===== src/rtl/conv_pkg.sv =====
// Shared types and elaboration helpers for the convolution kernel scheduler.
package conv_pkg;

  typedef enum logic [1:0] {
    IDLE      = 2'd0,
    ISSUE     = 2'd1,
    FRAME_END = 2'd2
  } conv_sched_state_e;

  // Number of kernel groups each window is replayed over.
  function automatic int cycles_per_pixel(input int k, input int pe);
    return k / pe;
  endfunction

endpackage


===== src/rtl/conv_window_fifo.sv =====
// Window FIFO: circular buffer of Depth entries with occupancy count.
// Push is ignored when full, pop is ignored when empty.
module conv_window_fifo #(
  parameter int Width = 72,
  parameter int Depth = 4,
  localparam int CW = $clog2(Depth + 1),
  localparam int AW = (Depth > 1) ? $clog2(Depth) : 1
) (
  input  logic             clk,
  input  logic             res_n,
  input  logic             push,
  input  logic [Width-1:0] push_data,
  input  logic             pop,
  output logic [Width-1:0] head,
  output logic             full,
  output logic             empty,
  output logic [CW-1:0]    count
);

  logic [Width-1:0] mem [Depth];
  logic [AW-1:0]    wr_ptr, rd_ptr;
  logic             do_push, do_pop;

  function automatic logic [AW-1:0] ptr_inc(input logic [AW-1:0] p);
    return (p == AW'(Depth - 1)) ? '0 : p + AW'(1);
  endfunction

  assign full    = (count == CW'(Depth));
  assign empty   = (count == '0);
  assign do_push = push && !full;
  assign do_pop  = pop && !empty;
  assign head    = mem[rd_ptr];

  // Storage, pointers and occupancy; reset also discards buffered windows.
  always_ff @(posedge clk or negedge res_n) begin
    if (!res_n) begin
      wr_ptr <= '0;
      rd_ptr <= '0;
      count  <= '0;
      for (int unsigned i = 0; i < Depth; i++) mem[i] <= '0;
    end else begin
      if (do_push) begin
        mem[wr_ptr] <= push_data;
        wr_ptr      <= ptr_inc(wr_ptr);
      end
      if (do_pop) rd_ptr <= ptr_inc(rd_ptr);
      count <= count + CW'(do_push) - CW'(do_pop);
    end
  end

endmodule


===== src/rtl/conv_kernel_scheduler.sv =====
// Kernel-group scheduler: buffers NxN windows, replays each one once per
// kernel group to the shared PEs, tracks pixel position and frame end.
// Optional macro CONV_SCHED_PERF_EN adds a saturating stall counter port.
module conv_kernel_scheduler
  import conv_pkg::*;
#(
  parameter int NumberOfK          = 8,
  parameter int ProcessingElements = 4,
  parameter int N                  = 3,
  parameter int BitSize            = 8,
  parameter int ImageWidth         = 16,
  parameter int FifoDepth          = 4,
  localparam int CyclesPerPixel    = cycles_per_pixel(NumberOfK, ProcessingElements),
  localparam int GW                = (CyclesPerPixel > 1) ? $clog2(CyclesPerPixel) : 1,
  localparam int FramePixels       = ImageWidth * ImageWidth,
  localparam int PW                = $clog2(FramePixels),
  localparam int DW                = N * N * BitSize
) (
  input  logic          clk,
  input  logic          res_n,
  input  logic          in_valid,
  input  logic [DW-1:0] in_data,
  output logic          in_ready,
  output logic          pe_valid,
  output logic [DW-1:0] pe_data,
  output logic [GW-1:0] pe_kgroup,
  input  logic          pe_ready,
  output logic [PW-1:0] pixel_idx,
  output logic          frame_done
`ifdef CONV_SCHED_PERF_EN
  ,
  output logic [31:0]   stall_cnt
`endif
);

  localparam int CW = $clog2(FifoDepth + 1);
  localparam logic [GW-1:0] LastGroup = GW'(CyclesPerPixel - 1);
  localparam logic [PW-1:0] LastPixel = PW'(FramePixels - 1);

  if (NumberOfK % ProcessingElements != 0) begin : g_chk_k
    $error("NumberOfK must be a multiple of ProcessingElements");
  end
  if (FifoDepth < 2) begin : g_chk_depth
    $error("FifoDepth must be at least 2");
  end

  conv_sched_state_e state, state_nxt;
  logic              push, pop, accept, last_group;
  logic              fifo_full, fifo_empty;
  logic [CW-1:0]     fifo_count, count_nxt;

  conv_window_fifo #(
    .Width (DW),
    .Depth (FifoDepth)
  ) u_fifo (
    .clk       (clk),
    .res_n     (res_n),
    .push      (push),
    .push_data (in_data),
    .pop       (pop),
    .head      (pe_data),
    .full      (fifo_full),
    .empty     (fifo_empty),
    .count     (fifo_count)
  );

  assign in_ready   = !fifo_full;
  assign push       = in_valid && in_ready;
  assign pe_valid   = (state == ISSUE);
  assign frame_done = (state == FRAME_END);
  assign accept     = pe_valid && pe_ready;
  assign last_group = (pe_kgroup == LastGroup);
  assign pop        = accept && last_group;
  // Occupancy after this edge, so a same-cycle push keeps ISSUE going without a bubble.
  assign count_nxt  = fifo_count + CW'(push) - CW'(pop);

  // State register.
  always_ff @(posedge clk or negedge res_n) begin
    if (!res_n) state <= IDLE;
    else        state <= state_nxt;
  end

  // Next-state logic.
  always_comb begin
    state_nxt = state;
    unique case (state)
      IDLE: begin
        if (!fifo_empty) state_nxt = ISSUE;
      end
      ISSUE: begin
        if (pop) begin
          if (pixel_idx == LastPixel) state_nxt = FRAME_END;
          else if (count_nxt == '0)   state_nxt = IDLE;
        end
      end
      FRAME_END: begin
        state_nxt = fifo_empty ? IDLE : ISSUE;
      end
      default: state_nxt = IDLE;
    endcase
  end

  // Kernel-group and pixel position counters, advanced on PE acceptance.
  always_ff @(posedge clk or negedge res_n) begin
    if (!res_n) begin
      pe_kgroup <= '0;
      pixel_idx <= '0;
    end else if (accept) begin
      if (last_group) begin
        pe_kgroup <= '0;
        pixel_idx <= (pixel_idx == LastPixel) ? '0 : pixel_idx + PW'(1);
      end else begin
        pe_kgroup <= pe_kgroup + GW'(1);
      end
    end
  end

`ifdef CONV_SCHED_PERF_EN
  // Saturating count of cycles where the PEs back-pressure a presented group.
  always_ff @(posedge clk or negedge res_n) begin
    if (!res_n) stall_cnt <= '0;
    else if (pe_valid && !pe_ready && (stall_cnt != '1)) stall_cnt <= stall_cnt + 32'd1;
  end
`endif

endmodule

===== config.mk =====
export PLATFORM = sky130hd
export DESIGN_NAME = conv_kernel_scheduler
export DESIGN_NICKNAME = d
export VERILOG_FILES = /design/src/rtl/conv_pkg.sv /design/src/rtl/conv_window_fifo.sv /design/src/rtl/conv_kernel_scheduler.sv
export SDC_FILE = /design/constraint.sdc
export NUM_CORES = 1
export LEC_CHECK = 0
export BUFFER_PORTS_ARGS = -buffer_cell sky130_fd_sc_hd__buf_2
export CAP_MARGIN = 30
export CELL_PAD_IN_SITES_DETAIL_PLACEMENT = 1
export CELL_PAD_IN_SITES_GLOBAL_PLACEMENT = 1
export CORE_AREA = 2 2 168 170
export CTS_CLUSTER_SIZE = 16
export DETAILED_ROUTE_END_ITERATION = 8
export DIE_AREA = 0 0 170 172
export PLACE_DENSITY_LB_ADDON = 0.08
export SYNTH_ARGS = -nofsm -noshare
export SYNTH_HDL_FRONTEND = slang
export SYNTH_SLANG_ARGS = --single-unit
export TNS_END_PERCENT = 50

===== constraint.sdc =====
create_clock -name clk -period 2.9 [get_ports clk]
set_input_delay 0.145 -clock clk [delete_from_list [all_inputs] [get_ports clk]]
set_output_delay 0.145 -clock clk [all_outputs]
set_load 0.05 [all_outputs]

Word level (Yosys, flattened, before mapping)
Cells that the tools add are included.

Flip-flop bits (word level): 306. Bits of input ports: 76. Output and inout bits: 84. Logic and storage cells: 61.

Add/subtract/negate cells: 8. Magnitude comparators: 3. Eq/ne operators: 9. Muxes and demuxes: 16. Bitwise gates (word level): 2. Reduce and logical (&&, ||, !) cells: 13.

Operators by type and width (count): 288-bit bitwise mux (1); 72-bit two-way mux (3); 72-bit binary-select mux with 2-bit select (1); 72-bit demux with 2-bit select (1); 2-bit two-way mux (6); 8-bit by 1-bit adder with 8-bit output (second input constant) (1); 8-bit equality test (second input constant) (1); 8-bit two-way mux (1); 3-bit by 1-bit adder with 3-bit output (2); 2-bit equality test (second input constant) (3); 3-bit greater-or-equal comparator (second input constant) (2); 1-bit logical AND (6); 3-bit zero test (2); 2-bit NOT with 3-bit output (2); 2-bit case mux with 3 select lines (1); 3-bit by 1-bit subtractor with 3-bit output (2); 2-bit by 1-bit adder with 2-bit output (second input constant) (2); 3-bit equality test (second input constant) (1); 3-bit by 1-bit less-than comparator with 1-bit output (second input constant) (1); 3-bit by 1-bit != test with 1-bit output (second input constant) (1); 3-bit AND reduction (1); 2-bit by 1-bit equality test with 1-bit output (second input constant) (1); 1-bit zero test (2); 2-bit zero test (1); 5 further kinds (6).

Logic depth before layout (Yosys ltp)
Depth in word-level cells: 10. Mapped depth: 10. Gate-level depth less buffers: 9.

Cells and area by module
Synthesis repeated with hierarchy kept, for this count alone.

Cells, all modules: 802. Area, all modules: 14945.6 sq um.

Modules (own cells, without submodules): conv_window_fifo (instances 1, cells each 736, area an instance 14290.0 sq um, seq. area each 7382.1 sq um); conv_kernel_scheduler (instances 1, cells each 66, area an instance 655.6 sq um, seq. area each 275.3 sq um).

Least setup slack after synthesis
No wires, ideal clock.

Path type: register to register. Start point: register pe_kgroup. End point: register state[0]. Setup time: 0.084 ns. Arrival: 2.604 ns. Data required time: 2.816 ns. Setup slack: 0.212 ns. Cell stages (with the launch flop): 11. Buffers on the path: 1. Clock period less this slack: 2.688 ns. Cells stage by stage: dfrtp_1 nand4b_1 clkbuf_1 inv_1 ha_1 inv_1 ha_1 fa_1 nor3_1 mux2_2 o21ai_0.

Word-level cells in the longest chain between the ends: 5. Elaborated cells between the ends (all ways): 6. Classes of those cells: add/sub (1); eq/ne (2); reduce/logical (3).

Ends and longest elaborated chain: start, declared (RTL line conv_kernel_scheduler.sv:26) `output logic [GW-1:0] pe_kgroup,`; start signal, assigned (RTL line conv_kernel_scheduler.sv:113) `pe_kgroup <= pe_kgroup + GW'(1);`; 1-bit logical AND (*) (RTL line conv_kernel_scheduler.sv:73) `assign pop = accept && last_group;`; via pop (RTL line conv_kernel_scheduler.sv:48) `logic push, pop, accept, last_group;`; 3-bit by 1-bit subtractor with 3-bit output (RTL line conv_kernel_scheduler.sv:75) `assign count_nxt = fifo_count + CW'(push) - CW'(pop);`; 3-bit zero test (RTL line conv_kernel_scheduler.sv:93) `else if (count_nxt == '0) state_nxt = IDLE;`; 3-bit by 1-bit != test with 1-bit output (no line); 3-bit AND reduction (no line) (*); end signal, assigned (RTL line conv_kernel_scheduler.sv:80) `else state <= state_nxt;`; end, declared (RTL line conv_kernel_scheduler.sv:47) `conv_sched_state_e state, state_nxt;`.

Mark *: on every way through the listed nets, which the timed path passes. The rest lies on a longest branch. A chain may end at the register's enable or synchronous reset.

Worst setup path in the final report
Start point: register u_fifo.rd_ptr[0]. End point: output port pe_data[31].

Word-level cells in the longest chain between the ends: 4.

Ends and longest elaborated chain: start, declared (RTL line conv_window_fifo.sv:21) `logic [AW-1:0] wr_ptr, rd_ptr;`; start signal, assigned (RTL line conv_window_fifo.sv:46) `if (do_pop) rd_ptr <= ptr_inc(rd_ptr);`; 2-bit NOT with 3-bit output (implied by the code) (RTL line conv_window_fifo.sv:32) `assign head = mem[rd_ptr];`; 72-bit binary-select mux with 2-bit select (RTL line conv_window_fifo.sv:32); 72-bit two-way mux (implied by the code) (2 in series) (RTL line conv_window_fifo.sv:32); end, declared (RTL line conv_kernel_scheduler.sv:25) `output logic [DW-1:0] pe_data,`.

Every way passes these cells. The select of a mux whose other input is x is not followed.

==> results.toml <==
[synth]
ys_ff_latch = 306
synthesis.instances = 793
synth_commonest_cells = "306 x dfrtp_1, 240 x mux2_2, 72 x mux4_2"
synth_top_area_share = 0.565
synthesis.nets = 881
synth_top_flop_cell = "dfrtp_1"
synth_area_leaders = "dfrtp_1 57%, mux2_2 20%, mux4_2 12%"
syn_avg_cell_area_sq_um = 17.1
yosysTopAreaCell = "dfrtp_1"
synth_async_sr_flop_share = 1.00
syn_area_sq_mm = 0.0135
synth-edff-count = 0
ys_warn_count = 0
synthDistinctLibCells = 34
synthMostInstantiatedCell = "dfrtp_1"
ys_seq_area_frac = 0.565

[timing]
skew_ns = 0.0136
setup_viol = 0
slew_headroom = 0.603
period_share = 0.826
setup_tns_ns = 0
slew_violations = 0
tightestPinTransition_ns = 0.595
timing.final.hold_violations = 0
period_minus_slack_ns = 2.39
max_freq_ghz = 0.418
rsz0062_at_grt = "false"

[setup_path]
r2r_start = "u_fifo.count[1]"
reg2reg_depth = 8
path_delay_family = "multiplexers"
slowest_stage = "mux4_2"
timing.rr.end = "state[0]"
cpPeakStageDelay_ns = 0.60
critPathKind = "reg -> out"
required_ns = 2.76
startpoint_type = "register"
cp_num_buf_inv = 2
cp_max_fo = 34
cp_data_arrival_time_ns = 2.25
crit_chain = "buf_12 -> mux4_2 -> buf_2"
cp-end-kind = "primary output"
r2r_setup_slack_ns = 0.60

[die]
die_height_microns = 172
fp-row-count = 61
dieArea_sq_mm = 0.0292
num_io_pins = 160
start_util = 0.493
die_w_microns = 170
core_area_sq_mm = 0.0275

[cts]
htreeDepth = 2
clk_pin_slew_worst_paths_ns = 0.06
postCtsResizedCells = 0
cts.sinks = 306
cts_setup_buffers = 0
postCtsHoldBufs = 74
cts_tree = "built"
cts-buffers-inserted = 35
clockBufferDepth = 3
clockRootBuffer = "clkbuf_16"
clock_latency_ns = 0.51

[place]
dp_hpwl_microns = 19100
placed_area_sq_mm = 0.0146
io_buffers = 159
gp_congestion = 0.741

[finish]
drive_gt1_frac = 0.523
syn2layout_area_growth_pct = 23.0
seq_area_sq_mm = 0.00766
fin_util = 0.606
num-fill-cells = 2474
multiInputGateArea_sq_mm = 0.00544
post-route-cell-area_sq_mm = 0.0167
nNetsFinal = 1119

[detailed_routing]
wl_met2_microns = 16700
met1_length_microns = 12900
antenna_left = 0
top_layer = "met5"
vias = 7895
drt-initial-drc-count = 262
routed_wl_microns = 31500
viasPerCell = 5.62
drc = 0
drtPass1Iterations = 4
wire_per_inst_microns = 22.4
wl_met3_microns = 1390

[global_route]
grt_pass1_wl_microns = 51400
overflow = 0
grt_pass1_vias = 9398
grt_usage = 0.228
antenna_found_initial = 2
grt_max_degree = 80

[worst_hold_path]
hp-start = "in_valid"
hold_depth = 3
min_path_type = "in -> reg"
holdPathEnd = "u_fifo.wr_ptr[0]"

[outcome]
status = "complete, no violations"

[flow_run]
drv_cap = 0
cells by family (layout without fill, tap and decap cells):
logic type,Yosys count,in the layout,share of synthesized area
AO/OA/AOI/OAI,14,14,0.00647
XOR/XNOR,6,6,0.00388
adder cells (fa/ha/maj),12,12,0.0122
buffers and inverters,59,323,0.0330
flip-flops,306,306,0.565
multiplexers,365,365,0.363
other,0,1,0
AND/OR/NAND/NOR,31,31,0.0157
flip-flops by register name, indices dropped and copies added (netlist names):
| register | count |
|---|---|
| u_fifo.mem | 288 |
| pixel_idx | 8 |
| u_fifo.count | 3 |
| state | 2 |
| u_fifo.rd_ptr | 2 |
| u_fifo.wr_ptr | 2 |
| pe_kgroup | 1 |
how the worst max path moves through the flow:
stage                                 from  depth (start not counted)  slack (ns)           to
after floorplan                  pe_kgroup                         10        0.21     state[0]
after global placement     u_fifo.count[1]                          8        0.66     state[0]
after global routing              state[1]                          9        0.39     state[0]
final                     u_fifo.rd_ptr[0]                          3        0.51  pe_data[31]
after detailed placement   u_fifo.count[1]                          8        0.59     state[0]
after CTS                 u_fifo.rd_ptr[0]                          3        0.44  pe_data[28]
per-layer routing:
layer | track usage | vias up
met5 | 0 | -
met4 | 0.0520 | 2
met3 | 0.0469 | 40
met2 | 0.414 | 148
met1 | 0.281 | 4267
li1 | - | 3438
stage by stage:
stage | setup WS, ns | hold slack (ns) | cells
after CTS | 0.445 | 0.136 | 1403
after global placement | 0.665 | 0.144 | 1266
after global routing | 0.393 | 0.174 | 1404
after detailed placement | 0.594 | 0.157 | 1266
final | 0.506 | 0.160 | 1404
after floorplan | 0.212 | -0.151 | 793
placed cells by master, fill, tap and decap left out, types with 3 or more instances in the layout:
| master | count |
|---|---|
| dfrtp_1 | 304 |
| dlygate4sd3_1 | 74 |
| mux4_2 | 72 |
| inv_1 | 11 |
| nor2_1 | 3 |
| clkbuf_16 | 37 |
| nand2_1 | 7 |
| nand3_4 | 4 |
| o21ai_0 | 7 |
| clkbuf_8 | 10 |
| mux2_1 | 53 |
| xnor2_1 | 5 |
| mux2_2 | 240 |
| ha_1 | 10 |
| bufinv_16 | 6 |
| buf_2 | 158 |
| buf_4 | 6 |
| nand3_1 | 3 |
| buf_12 | 10 |
| clkinv_2 | 7 |
| clkbuf_1 | 3 |
| nor3_1 | 4 |
worst min-delay path, delay by kind of cell:
family                 cells  cell delay, ns
buffers and inverters      1            0.18
multiplexers               1            0.16
AND/OR/NAND/NOR            1            0.14
area by class of cell:
class | count | share of cell area
flip-flops and latches | 306 | 0.460
multi-input cells | 428 | 0.326
repair buffers | 249 | 0.108
clock buffers | 50 | 0.0645
well taps | 346 | 0.0260
clock inverters | 13 | 0.0129
inverters | 11 | 0.00248
diodes | 1 | 0.000150
Power is not shown: default switching activity piles up to over one toggle a cycle in this logic, so the estimate is an artifact.
